`src/rtl/us_echo_if.sv`:
```
// Trigger/echo bundle between a ranging master and the echo emulator.
interface us_echo_if;
  logic       trig;
  logic [8:0] dist_cm;
  logic       echo;
  logic       busy;
  logic       trig_err;
  logic       meas_done;

  modport master (
    output trig, dist_cm,
    input  echo, busy, trig_err, meas_done
  );

  modport slave (
    input  trig, dist_cm,
    output echo, busy, trig_err, meas_done
  );
endinterface

```
`src/rtl/us_echo_emu.sv`:
```
// HC-SR04-style responder: accepts a trig pulse and answers
// with an echo whose width encodes the programmed distance.
module us_echo_emu #(
  parameter int unsigned CLK_FREQ_MHZ = 100,
  parameter int unsigned MIN_TRIG_US  = 10,
  parameter int unsigned BURST_US     = 200,
  parameter int unsigned MAX_CM       = 400,
  parameter int unsigned TIMEOUT_US   = 38000,
  parameter int unsigned HOLDOFF_US   = 1000
) (
  input  logic  clk,
  input  logic  reset_n,
  us_echo_if.slave bus
);

  localparam logic [31:0] TRIG_MIN = 32'(MIN_TRIG_US * CLK_FREQ_MHZ);
  localparam logic [31:0] BURST_CY = 32'(BURST_US * CLK_FREQ_MHZ);
  localparam logic [31:0] HOLD_CY  = 32'(HOLDOFF_US * CLK_FREQ_MHZ);
  localparam logic [31:0] TOUT_CY  = 32'(TIMEOUT_US * CLK_FREQ_MHZ);
  localparam logic [31:0] CM_CY    = 32'(58 * CLK_FREQ_MHZ);
  localparam logic [31:0] MAX_D    = 32'(MAX_CM);

  typedef enum logic [2:0] {
    IDLE, TRIG_HI, BURST, ECHO, HOLDOFF
  } state_t;

  state_t      state;
  logic        s1, trig_s, trig_d;
  logic [31:0] cnt, width;
  logic        echo_q, busy_q, err_q, done_q;
  logic [31:0] dist32;
  logic        in_range;

  assign dist32   = 32'(bus.dist_cm);
  assign in_range = (dist32 != 0) && (dist32 <= MAX_D);

  assign bus.echo      = echo_q;
  assign bus.busy      = busy_q;
  assign bus.trig_err  = err_q;
  assign bus.meas_done = done_q;

  always_ff @(posedge clk or negedge reset_n) begin
    if (!reset_n) begin
      state  <= IDLE;
      s1     <= 1'b0;
      trig_s <= 1'b0;
      trig_d <= 1'b0;
      cnt    <= '0;
      width  <= '0;
      echo_q <= 1'b0;
      busy_q <= 1'b0;
      err_q  <= 1'b0;
      done_q <= 1'b0;
    end else begin
      s1     <= bus.trig;
      trig_s <= s1;
      trig_d <= trig_s;
      err_q  <= 1'b0;
      done_q <= 1'b0;
      unique case (state)
        IDLE: begin
          if (trig_s && !trig_d) begin
            state  <= TRIG_HI;
            cnt    <= 32'd1;
            busy_q <= 1'b1;
          end
        end
        TRIG_HI: begin
          if (trig_s) begin
            if (cnt != '1) cnt <= cnt + 32'd1;
          end else if (cnt >= TRIG_MIN) begin
            state <= BURST;
            cnt   <= '0;
            // width is frozen here so later dist_cm changes are ignored
            width <= in_range ? dist32 * CM_CY : TOUT_CY;
          end else begin
            state  <= IDLE;
            cnt    <= '0;
            busy_q <= 1'b0;
            err_q  <= 1'b1;
          end
        end
        BURST: begin
          if (cnt >= BURST_CY - 32'd1) begin
            state  <= ECHO;
            cnt    <= '0;
            echo_q <= 1'b1;
          end else begin
            cnt <= cnt + 32'd1;
          end
        end
        ECHO: begin
          if (cnt >= width - 32'd1) begin
            state  <= HOLDOFF;
            cnt    <= '0;
            echo_q <= 1'b0;
            done_q <= 1'b1;
          end else begin
            cnt <= cnt + 32'd1;
          end
        end
        HOLDOFF: begin
          if (cnt >= HOLD_CY - 32'd1) begin
            state  <= IDLE;
            cnt    <= '0;
            busy_q <= 1'b0;
          end else begin
            cnt <= cnt + 32'd1;
          end
        end
        default: begin
          state  <= IDLE;
          cnt    <= '0;
          echo_q <= 1'b0;
          busy_q <= 1'b0;
        end
      endcase
    end
  end

endmodule

```
`src/flat_wrapper.sv`:
```
// flat-port wrapper written by rule: the top's interface ports become plain ports
module us_echo_emu_flat 
#(
  parameter int unsigned CLK_FREQ_MHZ = 100,
  parameter int unsigned MIN_TRIG_US  = 10,
  parameter int unsigned BURST_US     = 200,
  parameter int unsigned MAX_CM       = 400,
  parameter int unsigned TIMEOUT_US   = 38000,
  parameter int unsigned HOLDOFF_US   = 1000
)
  (clk, reset_n, bus_trig, bus_dist_cm, bus_echo, bus_busy, bus_trig_err, bus_meas_done);
  us_echo_if bus_i ();
  input  logic clk;
  input  logic reset_n;
  input wire logic [$bits(bus_i.trig)-1:0] bus_trig;
  input wire logic [$bits(bus_i.dist_cm)-1:0] bus_dist_cm;
  output wire logic [$bits(bus_i.echo)-1:0] bus_echo;
  output wire logic [$bits(bus_i.busy)-1:0] bus_busy;
  output wire logic [$bits(bus_i.trig_err)-1:0] bus_trig_err;
  output wire logic [$bits(bus_i.meas_done)-1:0] bus_meas_done;
  assign bus_i.trig = bus_trig;
  assign bus_i.dist_cm = bus_dist_cm;
  assign bus_echo = bus_i.echo;
  assign bus_busy = bus_i.busy;
  assign bus_trig_err = bus_i.trig_err;
  assign bus_meas_done = bus_i.meas_done;
  us_echo_emu #(.CLK_FREQ_MHZ(CLK_FREQ_MHZ), .MIN_TRIG_US(MIN_TRIG_US), .BURST_US(BURST_US), .MAX_CM(MAX_CM), .TIMEOUT_US(TIMEOUT_US), .HOLDOFF_US(HOLDOFF_US)) u_core (.clk(clk), .reset_n(reset_n), .bus(bus_i));
endmodule
```
`config.mk`:
```
export PLATFORM = sky130hd
export DESIGN_NAME = us_echo_emu_flat
export DESIGN_NICKNAME = d
export VERILOG_FILES = /design/src/rtl/us_echo_if.sv /design/src/rtl/us_echo_emu.sv /design/src/flat_wrapper.sv
export SDC_FILE = /design/constraint.sdc
export NUM_CORES = 1
export LEC_CHECK = 0
export ABC_AREA = 1
export BUFFER_PORTS_ARGS = -buffer_cell sky130_fd_sc_hd__buf_4
export CAP_MARGIN = 0
export CELL_PAD_IN_SITES_DETAIL_PLACEMENT = 0
export CELL_PAD_IN_SITES_GLOBAL_PLACEMENT = 1
export CORE_MARGIN = 2
export CORE_UTILIZATION = 51
export DETAILED_ROUTE_END_ITERATION = 8
export PLACE_DENSITY_LB_ADDON = 0.1
export SKIP_CTS_REPAIR_TIMING = 1
export SYNTH_ARGS = -nofsm -noshare
export SYNTH_HDL_FRONTEND = slang
export SYNTH_SLANG_ARGS = --single-unit
```
`constraint.sdc`:
```
create_clock -name clk -period 8.9 [get_ports clk]
set_clock_uncertainty 0.1 [all_clocks]
set_input_delay 1.78 -clock clk [delete_from_list [all_inputs] [get_ports clk]]
set_output_delay 1.78 -clock clk [all_outputs]
set_load 0.02 [all_outputs]
```
==> impl_metrics.yaml <==
status:
  outcome: "finished, final reports clean"
logic_synthesis:
  ys_types: 45
  syn_area_per_cell_um2: 7.26
  synth-edff-count: 0
  yosysSeqAreaShare_pct: 23.8
  syn_inst: 882
  synth_flop_cell: "dfrtp_1"
  ys_async_sr_fraction_pct: 100
  synth_mux_area_share_pct: 0
  synth_top_family_by_area: "simple AND/OR/NAND/NOR gates"
  synth-simple-area-share_pct: 30.7
  synth_seq_cells: 61
  synth_fa_ha_area_share_pct: 23.3
  synth-xor-area-share_pct: 4.51
  synth_area_um2: 6400
  yosysWarnings: 0
  synth_compound_area_share_pct: 6.98
  synthesis.nets: 1000
placement:
  port-buffer-count: 15
  dp_cells: 1058
  hpwl_mm: 12.7
  dp_slack_ns: 3.20
  place.gp.congestion: 0.927
  dpl_cell_area_um2: 6680
cts:
  clock_sinks: 61
  cts_max_level: 3
  clockRootBuffer: "clkbuf_16"
  clock_path_buffers: 2
  path_clk_slew_ns: 0.05
  clk_latency_ns: 0.34
  tritoncts: "done"
  cts_buffers: 9
power_and_ir_drop:
  power_mw: 1.13
  total_leakage_power_nw: 3.74
  powerDensity_nw_per_um2: 162
  max-vdd-ir-drop_mv: 0.0824
floorplanning:
  start_util_pct: 52.9
  die_area_um2: 13500
  coreArea_um2: 12100
  die_h_um: 116
  io_pins: 16
  die_w_um: 116
  rows: 40
critical_path:
  crit_type: "in2reg"
  start_kind: "primary input"
  critPathMaxFanout: 5
  endpoint_kind: "flip-flop"
  cp.arrival_ns: 5.52
  cp.required_ns: 9.05
timing:
  fin_crit_sh_pct: 60.3
  max_freq_mhz: 186
  finalSetupTns_ns: 0
  finalHoldViolCount: 0
  relSlewSlack_pct: 46.5
  worst_slew_pin_slew_ns: 0.800
  finalWorstSetupSlack_ns: 3.53
  layout_min_cycle_time_ns: 5.37
  drv_slew: 0
  rsz0062_at_grt: "false"
  setup_violations: 0
finish:
  final_area_um2: 6960
  nets: 1019
  drive_gt1_share_pct: 9.06
  area_delta_synth_final_pct: 8.64
  layout.cells.non_filler: 1073
  diodes: 0
run:
  maxCapViolCount: 0
global_route:
  antenna_found_initial: 0
  grt_max_degree: 62
  grt_pass1_wl_mm: 26.2
  gr-total-overflow: 0
  grt_pass1_vias: 5437
  grt_usage_pct: 25.4
drt:
  firstDrtPassIters: 4
  routed_wl_mm: 15.5
  drt_iter0_markers: 315
  vias_per_cell: 5.17
  drc: 0
  detail-route-antenna-nets: 0
  vias: 5546
  wl_per_cell_um: 14.5
worst_hold_path:
  min_path_type: "reg2reg"
## flip-flops by register name, summed over array words and instances, names as in the netlist
name / count
u_core.bus.meas_done: 1
u_core.bus.busy: 1
u_core.state: 3
u_core.bus.echo: 1
u_core.s1: 1
u_core.width: 19
u_core.trig_d: 1
u_core.bus.trig_err: 1
u_core.trig_s: 1
u_core.cnt: 32
## synth_stat cells, types with 2 or more instances
cell      instances  area share (%)
a21o_1            6            0.70
a21oi_1          29             2.3
a31oi_1           2            0.20
buf_2             3            0.23
buf_4             2            0.23
buf_6             2            0.35
dfrtp_1          61              24
fa_1             22             6.9
ha_1             84              16
inv_1           152             8.9
inv_2            14            0.82
nand2_1         185              11
nand2_2           8            0.78
nand2_4           2            0.35
nand3_1          61             4.8
nand3_2           7             1.1
nand3b_1          5            0.59
nand4_1          16             1.6
nor2_1          104             6.1
nor2_2            8            0.78
nor2_4            4            0.70
nor3_1           17             1.3
nor3_2            3            0.47
nor3_4            2            0.51
nor4_1            2            0.20
o211ai_1          3            0.35
o21ai_0          22             1.7
o21ai_1           6            0.47
o22ai_1           3            0.29
xnor2_1           6            0.82
xor2_1           27             3.7
## through the flow
step / hold slack (ns) / util [%]
after floorplan: 0.231 / -
after global placement: 0.232 / 55.1
final: 0.249 / 57.4
after global routing: 0.261 / 57.4
after detailed placement: 0.239 / 55.1
after CTS: 0.250 / 57.4
## final cells by class
cell class                      count  area [um^2]
Clock buffer                       14          274
Clock inverter                      1         5.00
Fill cell                        1193         5150
Inverter                          167          629
Multi-Input combinational cell    646         4190
Sequential cell                    61         1530
Tap cell                          168          210
Timing Repair Buffer               16          120
## routing by layer
metal | track usage, % | part of all wire (%) | vias to the layer above
li1 | - | - | 2841
met1 | 30.0 | 42 | 2596
met2 | 46.2 | 52 | 84
met3 | 4.24 | 3.6 | 25
met4 | 9.13 | 2.3 | 0
met5 | 0 | 0 | -
## power breakdown
group,internal (mW),switching [mW]
Sequential,0.290,0.0111
Clock,0.209,0.123
Combinational,0.176,0.321
## cells by family after synthesis
family | after synthesis
AOI/OAI and AO/OA | 78
and+or+nand+nor | 429
adders and majority gates | 106
xor gates and xnor gates | 33
DFF | 61
buffers and inverters | 175
## placed cells by master, fill, tap and decap left out, drive strengths merged, types with 5 or more instances in the layout
master / synthesis / final
nand2: 195 / 195
inv: 167 / 167
nor2: 116 / 116
ha: 84 / 84
nand3: 68 / 68
dfrtp: 61 / 61
a21oi: 30 / 30
o21ai: 29 / 29
xor2: 27 / 27
fa: 22 / 22
nor3: 22 / 22
nand4: 17 / 17
buf: 7 / 16
clkbuf: 1 / 14
xnor2: 6 / 6
a21o: 6 / 6
nand3b: 5 / 5
## path summary, 6_finish.rpt
check	startpoint	end	slack [ns]	cells past startpoint
worst max-delay path	bus_dist_cm[3]	u_core.width[15]	3.53	15
worst min-delay path	u_core.s1	u_core.trig_s	0.25	0
worst max register to register	u_core.width[3]	u_core.cnt[6]	5.00	23
worst min register to register	u_core.s1	u_core.trig_s	0.25	0
max in group asynchronous	reset_n	u_core.bus.meas_done	6.73	1
min in group asynchronous	reset_n	u_core.cnt[4]	1.42	1
## worst max-delay path, cell delays in order
cell	delay [ns]
buf_4	0.13
ha_1	0.35
inv_1	0.07
fa_1	0.46
fa_1	0.54
inv_1	0.05
fa_1	0.48
ha_1	0.37
a21oi_1	0.21
a21boi_0	0.39
o21ai_0	0.19
or2_2	0.30
nand3_1	0.07
nand2_1	0.04
o21ai_0	0.07
Power figures use the tool's default switching activity.
